<file path="src/rtl/vx_mem_rsp_gather_pkg.sv">
// Shared types for the memory response gatherer: per-entry table state
// and the table-depth helper.
package VX_gather_pkg;

  // Lane count the entry_state_t layout is built for; the top's NUM_REQS
  // must equal this so the struct fields line up with the masks.
  localparam int GATHER_NUM_REQS = 4;

  typedef struct packed {
    logic                       busy;
    logic [GATHER_NUM_REQS-1:0] expected;
    logic [GATHER_NUM_REQS-1:0] pending;
  } entry_state_t;

  // Table depth from the number of tag bits used as an index.
  function automatic int num_entries(input int id_width);
    return 1 << id_width;
  endfunction

endpackage

</file>
<file path="src/rtl/vx_mem_rsp_gather_out_reg.sv">
// One-deep valid/ready register. Holds its payload stable until the
// consumer accepts it, and accepts a new payload in the same cycle the
// old one drains.
module VX_gather_out_reg #(
  parameter int DATAW = 1
) (
  input  logic             clk,
  input  logic             reset,
  input  logic             in_valid,
  output logic             in_ready,
  input  logic [DATAW-1:0] in_data,
  output logic             out_valid,
  input  logic             out_ready,
  output logic [DATAW-1:0] out_data
);

  assign in_ready = !out_valid || out_ready;

  // Load on a free or draining slot; otherwise hold.
  always_ff @(posedge clk or negedge reset) begin
    if (!reset) begin
      out_valid <= 1'b0;
      out_data  <= '0;
    end else if (in_ready) begin
      out_valid <= in_valid;
      if (in_valid) out_data <= in_data;
    end
  end

endmodule

</file>
<file path="src/rtl/vx_mem_rsp_gather.sv">
// Gathers partial memory response beats per request into one complete
// response. The low tag bits index a small table tracking which lanes are
// still outstanding; the beat that covers the last pending lanes is merged
// with the stored lanes and pushed to the output register.
module vx_mem_rsp_gather
  import VX_gather_pkg::*;
#(
  parameter int NUM_REQS   = GATHER_NUM_REQS,
  parameter int DATA_WIDTH = 32,
  parameter int TAG_WIDTH  = 8,
  parameter int ID_WIDTH   = 2
) (
  input  logic                           clk,
  input  logic                           reset,
  input  logic                           alloc_valid,
  input  logic [ID_WIDTH-1:0]            alloc_id,
  input  logic [NUM_REQS-1:0]            alloc_mask,
  output logic                           alloc_ready,
  input  logic                           rsp_valid_in,
  input  logic                           rsp_rw_in,
  input  logic [NUM_REQS-1:0]            rsp_mask_in,
  input  logic [NUM_REQS*DATA_WIDTH-1:0] rsp_data_in,
  input  logic [TAG_WIDTH-1:0]           rsp_tag_in,
  output logic                           rsp_ready_in,
  output logic                           rsp_valid_out,
  output logic                           rsp_rw_out,
  output logic [NUM_REQS-1:0]            rsp_mask_out,
  output logic [NUM_REQS*DATA_WIDTH-1:0] rsp_data_out,
  output logic [TAG_WIDTH-1:0]           rsp_tag_out,
  input  logic                           rsp_ready_out
);

  localparam int NUM_ENTRIES = num_entries(ID_WIDTH);
  localparam int DW          = NUM_REQS * DATA_WIDTH;
  localparam int DATAW       = 1 + NUM_REQS + TAG_WIDTH + DW;

  entry_state_t                        ent_q  [NUM_ENTRIES];
  logic [NUM_REQS-1:0][DATA_WIDTH-1:0] data_q [NUM_ENTRIES];
  // rw of the first accepted beat, kept only to cross-check later beats.
  logic [NUM_ENTRIES-1:0]              rw_q;

  logic [ID_WIDTH-1:0]                 rsp_id;
  entry_state_t                        cur;
  logic [NUM_REQS-1:0]                 hit;
  logic                                completing;
  logic                                out_free;
  logic                                beat_fire;
  logic                                alloc_fire;
  logic [NUM_REQS-1:0][DATA_WIDTH-1:0] in_data;
  logic [NUM_REQS-1:0][DATA_WIDTH-1:0] merged;
  logic [DATAW-1:0]                    out_data;

  assign rsp_id  = rsp_tag_in[ID_WIDTH-1:0];
  assign cur     = ent_q[rsp_id];
  assign in_data = rsp_data_in;

  // Stray lanes (not pending) are masked off here and never stored.
  assign hit        = rsp_mask_in & cur.pending;
  // A FREE entry never completes, so a stray beat to it is just absorbed.
  assign completing = cur.busy && ((cur.pending & ~rsp_mask_in) == '0);
  assign rsp_ready_in = !completing || out_free;
  assign beat_fire    = rsp_valid_in && rsp_ready_in && cur.busy;

  assign alloc_ready = !ent_q[alloc_id].busy;
  assign alloc_fire  = alloc_valid && alloc_ready;

  // Completing beat lanes bypass the stored copy.
  for (genvar i = 0; i < NUM_REQS; i++) begin : g_merge
    assign merged[i] = hit[i] ? in_data[i] : data_q[rsp_id][i];
  end

  // Entry lifecycle: beat retires lanes or frees the entry; alloc claims it.
  // Both cannot target one entry in a cycle: alloc needs it FREE, a beat
  // needs it busy.
  always_ff @(posedge clk or negedge reset) begin
    if (!reset) begin
      for (int e = 0; e < NUM_ENTRIES; e++) ent_q[e] <= '0;
      rw_q <= '0;
    end else begin
      if (beat_fire) begin
        if (completing) begin
          ent_q[rsp_id] <= '0;
        end else begin
          ent_q[rsp_id].pending <= cur.pending & ~hit;
          rw_q[rsp_id]          <= rsp_rw_in;
        end
      end
      if (alloc_fire) begin
        ent_q[alloc_id] <= '{busy: 1'b1, expected: alloc_mask, pending: alloc_mask};
      end
    end
  end

  // Partial-beat lane storage; contents are meaningless while FREE.
  always_ff @(posedge clk) begin
    if (beat_fire && !completing) begin
      for (int i = 0; i < NUM_REQS; i++) begin
        if (hit[i]) data_q[rsp_id][i] <= in_data[i];
      end
    end
  end

  VX_gather_out_reg #(
    .DATAW (DATAW)
  ) u_out (
    .clk       (clk),
    .reset     (reset),
    .in_valid  (rsp_valid_in && completing),
    .in_ready  (out_free),
    .in_data   ({rsp_rw_in, cur.expected, rsp_tag_in, merged}),
    .out_valid (rsp_valid_out),
    .out_ready (rsp_ready_out),
    .out_data  (out_data)
  );

  assign rsp_data_out = out_data[DW-1:0];
  assign rsp_tag_out  = out_data[DW +: TAG_WIDTH];
  assign rsp_mask_out = out_data[DW+TAG_WIDTH +: NUM_REQS];
  assign rsp_rw_out   = out_data[DATAW-1];

  // Protocol checks on the issuing side.
  a_alloc_mask: assert property (@(posedge clk) disable iff (!reset)
    alloc_fire |-> alloc_mask != '0);
  a_free_beat: assert property (@(posedge clk) disable iff (!reset)
    rsp_valid_in |-> cur.busy);
  a_stray_lanes: assert property (@(posedge clk) disable iff (!reset)
    rsp_valid_in && cur.busy |-> (rsp_mask_in & ~cur.pending) == '0);
  a_rw_consistent: assert property (@(posedge clk) disable iff (!reset)
    rsp_valid_in && cur.busy && (cur.pending != cur.expected) |-> rsp_rw_in == rw_q[rsp_id]);

endmodule

</file>
<file path="config.mk">
export PLATFORM = sky130hd
export DESIGN_NAME = vx_mem_rsp_gather
export DESIGN_NICKNAME = d
export VERILOG_FILES = /design/src/rtl/vx_mem_rsp_gather_pkg.sv /design/src/rtl/vx_mem_rsp_gather_out_reg.sv /design/src/rtl/vx_mem_rsp_gather.sv
export SDC_FILE = /design/constraint.sdc
export NUM_CORES = 1
export LEC_CHECK = 0
export BUFFER_PORTS_ARGS = -buffer_cell sky130_fd_sc_hd__buf_4
export CAP_MARGIN = 10
export CORE_UTILIZATION = 50
export CTS_BUF_LIST = sky130_fd_sc_hd__clkbuf_4 sky130_fd_sc_hd__clkbuf_8
export CTS_CLUSTER_DIAMETER = 50
export DETAILED_ROUTE_END_ITERATION = 16
export GPL_TIMING_DRIVEN = 0
export HOLD_SLACK_MARGIN = 0.05
export PLACE_DENSITY = 0.66
export SYNTH_ARGS = -nofsm -noshare
export SYNTH_HDL_FRONTEND = slang
export SYNTH_SLANG_ARGS = --single-unit
</file>
<file path="constraint.sdc">
create_clock -name clk -period 4.7 [get_ports clk]
set_input_delay 1.175 -clock clk [delete_from_list [all_inputs] [get_ports clk]]
set_output_delay 1.175 -clock clk [all_outputs]
set_load 0.01 [all_outputs]
</file>
==> Word-level counts from Yosys, hierarchy flattened <==
Memory sizes are Yosys's and may differ from the RTL's.
Cells that the tools add are included.
{ "word_totals": {"regBits": 178, "latchBits": 0, "ramBits": 512, "rom_bits": 0, "input_bits": 152, "elab_cells": 76, "n_memories": 1} }
{ "classes": {"n_addsub": 0, "multipliers": 0, "n_div": 0, "order_cmp": 4, "eq_ne": 0, "n_shift": 0, "n_mux": 33, "bitwise_logic": 9, "n_reduce_logical": 15} }
{ "memory_table": {"columns": ["name", "depth", "width", "rd", "rd_clocked_by_memory_dff", "wr", "line_no", "text"], "rows": [
  ["data_q", 4, 128, 1, 0, 1, "vx_mem_rsp_gather.sv:38", "logic [NUM_REQS-1:0][DATA_WIDTH-1:0] data_q [NUM_ENTRIES];"]
]} }
{ "ops": {"columns": ["op", "n"], "rows": [
  ["32-bit two-way mux", 4],
  ["36-bit two-way mux", 3],
  ["36-bit bitwise mux", 2],
  ["9-bit demux with 2-bit select", 3],
  ["9-bit two-way mux", 6],
  ["36-bit AND", 1],
  ["9-bit binary-select mux with 2-bit select", 2],
  ["36-bit inverter", 1],
  ["4-bit AND", 3],
  ["1-bit two-way mux", 12],
  ["1-bit logical AND", 8],
  ["4-bit inverter", 2],
  ["3-bit >= comparator, second input constant", 2],
  ["3-bit by 1-bit less-than comparator with 1-bit output, second input constant", 2],
  ["2-bit inverter with 3-bit output", 2],
  ["4-bit logical NOT", 1],
  ["4-bit two-way mux", 1],
  ["1-bit logical NOT", 3],
  ["1-bit logical OR", 2],
  ["2-bit AND reduction", 1]
]} }

==> Longest topological paths before layout <==
{ "logic_depth": {"word_depth": 14, "ltp_mapped": 8, "ltp_nobuf": 5} }

==> Modules after synthesis <==
From an unflattened synthesis, not the netlist that was laid out.
{ "hier_totals": {"hier_cells": 1319, "hier_area_um2": 27565.2} }
{ "by_module_without_submodules": {"columns": ["mod", "n_inst", "cells_per_inst", "area_per_inst_um2", "seq_area_each_um2"], "rows": [
  ["vx_mem_rsp_gather", 1, 1018, 21883.5, 16275.6],
  ["VX_gather_out_reg", 1, 301, 5681.7, 3553.4]
]} }

==> Worst setup path before layout <==
OpenSTA, ideal clock, no wires.
{ "synth_timing": {"kind": "in2reg", "startpoint": "in rsp_tag_in[0]", "endpoint": "mem data_q[0][0] in the netlist's numbering (enable)", "arrival_ps": 3867, "required_ps": 4279, "path_slack_ps": 412, "path_stages": 7, "path_cell_list": "buf_6 -> mux4_2 -> a21boi_2 -> nand4_2 -> buf_2 -> nand4_1 -> nor2_1"} }
{ "synth_between": {"elab_chain_cells": 14, "word_cells_on_any_way": 16} }
{ "synth_lines": {"columns": ["element", "line_no", "text"], "rows": [
  ["from (decl)", "vx_mem_rsp_gather.sv:23", "input logic [TAG_WIDTH-1:0] rsp_tag_in,"],
  ["2-bit inverter with 3-bit output (implied by the code)", "vx_mem_rsp_gather.sv:54", "assign cur = ent_q[rsp_id];"],
  ["9-bit binary-select mux with 2-bit select", "vx_mem_rsp_gather.sv:54", null],
  ["9-bit two-way mux (implied by the code) (2 in series)", "vx_mem_rsp_gather.sv:54", null],
  ["4-bit AND", "vx_mem_rsp_gather.sv:60", "assign completing = cur.busy && ((cur.pending & ~rsp_mask_in) == '0);"],
  ["4-bit logical NOT", "vx_mem_rsp_gather.sv:60", null],
  ["1-bit logical AND", "vx_mem_rsp_gather.sv:60", null],
  ["1-bit logical NOT", "vx_mem_rsp_gather.sv:61, vx_mem_rsp_gather.sv:96", null],
  ["1-bit logical OR", "vx_mem_rsp_gather.sv:61", "assign rsp_ready_in = !completing || out_free;"],
  ["1-bit logical AND (2 in series)", "vx_mem_rsp_gather.sv:62", "assign beat_fire = rsp_valid_in && rsp_ready_in && cur.busy;"],
  ["1-bit logical AND", "vx_mem_rsp_gather.sv:96", "if (beat_fire && !completing) begin"],
  ["1-bit two-way mux", "vx_mem_rsp_gather.sv:96", null],
  ["1-bit two-way mux (implied by the code)", "vx_mem_rsp_gather.sv:98", "if (hit[i]) data_q[rsp_id][i] <= in_data[i];"],
  ["to (decl)", "vx_mem_rsp_gather.sv:38", null]
]} }
Parallel ways exist; a longest one is shown, timed or not. The select of a mux whose other input is x is not followed.

==> Final worst setup path <==
{ "layout_timing": {"startpoint": "in rsp_tag_in[0]", "endpoint": "out rsp_ready_in"} }
{ "layout_between": {"elab_chain_cells": 9} }
{ "layout_lines": {"columns": ["element", "line_no", "text"], "rows": [
  ["2-bit inverter with 3-bit output (implied by the code) *", "vx_mem_rsp_gather.sv:54", null],
  ["9-bit binary-select mux with 2-bit select *", "vx_mem_rsp_gather.sv:54", null],
  ["9-bit two-way mux (implied by the code) * (2 in series)", "vx_mem_rsp_gather.sv:54", null],
  ["4-bit AND", "vx_mem_rsp_gather.sv:60", null],
  ["4-bit logical NOT", "vx_mem_rsp_gather.sv:60", null],
  ["1-bit logical AND *", "vx_mem_rsp_gather.sv:60", null],
  ["1-bit logical NOT *", "vx_mem_rsp_gather.sv:61", null],
  ["1-bit logical OR *", "vx_mem_rsp_gather.sv:61", null],
  ["to (decl)", "vx_mem_rsp_gather.sv:24", "output logic rsp_ready_in,"]
]} }
Mark *: on every way between the ends. The rest lies on a longest branch, timed or not. The select of a mux whose other input is x is not followed.

==> impl_metrics.yaml <==
sta:
  slew_headroom_pct: 37.70
  setup_viol: 0
  fin_tns_setup_ns: 0
  post-route-period-util_pct: 87.00
  worst_pin_slew_ns: 0.9345
  min_period_ns: 4.089
  drv_slew: 0
  rsz0062_at_grt: "false"
  fmax_mhz: 244.6
  hold_viol_final: 0
  skew_ns: 0.02284
power_and_ir_drop:
  internal_power_w: 0.01256
  p_sw_w: 0.004554
  total_power_w: 0.01712
  clockPowerShare_pct: 31.6
  ir_worst_vdd_mv: 0.3244
  switching_share_pct: 26.61
  seq_power_share_pct: 46.4
  cellPowerDensity_mw_per_mm2: 515.1
  leakage_nw: 12.08
  p_comb_share_pct: 22.0
logic_synthesis:
  synth_top_cells_by_count: "edfxtp_1 (512), mux2_2 (181), dfrtp_1 (178), mux4_2 (137), mux2_1 (90)"
  syn_nets: 1478
  ys_ff_latch: 690
  synth_flop_cell: "edfxtp_1"
  synth.area.top_cells: "edfxtp_1 (56%), dfrtp_1 (16%), mux4_2 (11%), mux2_2 (7.5%), mux2_1 (3.7%)"
  synth_edf_count: 512
  ys.warnings.count: 0
  yosysMostFrequentCell: "edfxtp_1"
  yosys.area.top_type: "edfxtp_1"
  synth_area_sq_mm: 0.02722
  synth_cell_type_count: 39
  yosysSeqAreaShare_pct: 72.84
  syn-mean-instance-area_sq_um: 20.53
  synthCells: 1326
  synth_top_area_share_pct: 56.48
  synthArstFlopShare_pct: 25.80
route:
  antenna_left: 0
  drt_wl_total_microns: 59170
  drt_first_pass_iters: 5
  via_count: 14130
  wire_per_inst_microns: 23.31
  route.detailed.drc: 0
  first_iter_violations: 841
  routed_via_density: 5.568
place:
  gp_congestion: 0.8687
  portBuffers: 291
  dp_hpwl_microns: 38390
floorplan:
  rows: 85
  core_sq_mm: 0.05381
  die_w_microns: 235.3
  die_h_microns: 235.3
  io_pins: 296
  dieArea_sq_mm: 0.05538
  initial_core_util_pct: 50.59
worst_setup_path:
  worstPathArrival_ns: 2.91
  critPathCaptureType: "output pin"
  crit_fanout: 10
  path_cells: "buf_6 -> mux4_2 -> a21boi_2 -> nand4_2 -> buf_2 -> nor2_1 -> inv_1 -> buf_4"
  cp_slowest_cell: "mux4_2"
  crit_type: "input port to output pin"
  critPathLaunchType: "input port"
  cp.required_ns: 3.52
  max_stage_delay_ns: 0.58
global_routing:
  grt_max_degree: 103
  first_global_vias: 15220
  grt_pass1_wl_microns: 91220
  grt_overflow: 0
  grt_antenna_before_repair: 6
  gr-usage-all-layers_pct: 21.92
clocking:
  ctsResizeCount: 0
  clock_sinks: 690
  post_cts_buffers: 0
  cts_buffers: 110
  cts_hold_buf: 0
  insertion_delay_ns: 0.71
  h-tree-depth: 3
  clk_pin_slew_worst_paths_ns: 0.06
  cts_buffer_depth: 3
  root_buffer: "clkbuf_8"
  cts_tree: "yes"
cells_and_area:
  syn2layout_area_growth_pct: 22.07
  drive_above_1_share_pct: 47.77
  final_nets: 1899
  antennaDiodeCount: 0
hold_path:
  hp-class: "input port to asynchronous set/reset pin"
flow_run:
  maxCapViolations: 0
run_status:
  status: "finished, final reports clean"
==> registers in the layout (all words and copies together) (netlist names) <==
signal and flops:
u_out.out_valid 1, data_q 512, u_out.out_data 141, ent_q 36
==> cell usage in the layout, fill, tap and decap left out, drive strengths merged, types with 5 or more instances in the layout <==
cell and n:
dfrtp 178, nor2 80, inv 8, buf 351, nand2b 6, nor3 20, a211oi 16, clkbuf 194
clkinvlp 5, nand2 7, mux4 137, mux2 271, edfxtp 512, clkinv 27
==> layout make-up <==
cell class	instances	area, sq um
clock inverter	38	307.8
multi-input combinational	563	7087
clock buffer	169	2088
sequential	690	19830
timing repair buffer	309	2615
inverter	6	22.52
tap	696	870.8
fill	3917	20580
buffer	67	410.4
==> final timing paths <==
| path | endpoint | depth (start not counted) | from | slack (ns) |
|---|---|---|---|---|
| max in group asynchronous | u_out.out_data[17]$_DFFE_PN0P_ | 2 | reset | 3.19 |
| max | rsp_ready_in | 8 | rsp_tag_in[0] | 0.61 |
| min reg2reg | u_out.out_data[37]$_DFFE_PN0P_ | 1 | u_out.out_data[37]$_DFFE_PN0P_ | 0.48 |
| max reg2reg | data_q[0][22]$_DFFE_PP_ | 7 | ent_q[35]$_DFF_PN0_ | 1.40 |
| min | u_out.out_data[77]$_DFFE_PN0P_ | 1 | reset | 0.47 |
| min in group clk | u_out.out_data[37]$_DFFE_PN0P_ | 1 | u_out.out_data[37]$_DFFE_PN0P_ | 0.48 |
==> power by group through the flow <==
stage | sequential [W] | clock [W] | combinational [W]
floorplan | 0.00824 | 0 | 0.00177
global placement | 0.00804 | 0 | 0.00371
detailed placement | 0.00806 | 0 | 0.00382
CTS | 0.00795 | 0.00555 | 0.00383
global route | 0.00804 | 0.00581 | 0.00404
finish | 0.00794 | 0.00541 | 0.00377
==> logic make-up (layout without fill, tap and decap cells) <==
logic type	Yosys count	after routing	share of synthesized area, %
AO/OA/AOI/OAI	24	24	0.7032
flip-flops	690	690	72.84
buffers and inverters	73	589	1.590
AND/OR/NAND/NOR	131	131	2.321
multiplexers	408	408	22.54
==> critical path, delay by kind of cell <==
kind | cells | cell delay, ns
buffers and inverters | 4 | 0.65
multiplexers | 1 | 0.58
AND/OR/NAND/NOR | 2 | 0.33
AO/OA/AOI/OAI | 1 | 0.18
==> metal layers <==
layer  routed length [microns]  global-route usage [%]
met5                        81                       0
met1                     25340                   29.72
met4                      1018                   6.793
met3                      3753                   5.699
met2                     28980                   35.09
==> metrics by stage <==
stage                     instances  utilization [%]  hold slack [ns]  setup slack, ns  instance area (sq um)
final                          2538            61.75           0.4731           0.6111                  33230
after global placement         2313            56.26           0.4680           -1.766                  30280
after CTS                      2538            61.75           0.4472           0.6190                  33230
after global routing           2538            61.75           0.5037           0.5314                  33230
after floorplan                1326                -           0.5010           0.4118                  27220
after detailed placement       2331            57.30           0.4759          0.04145                  30830
(Power assumes the default switching activity.)
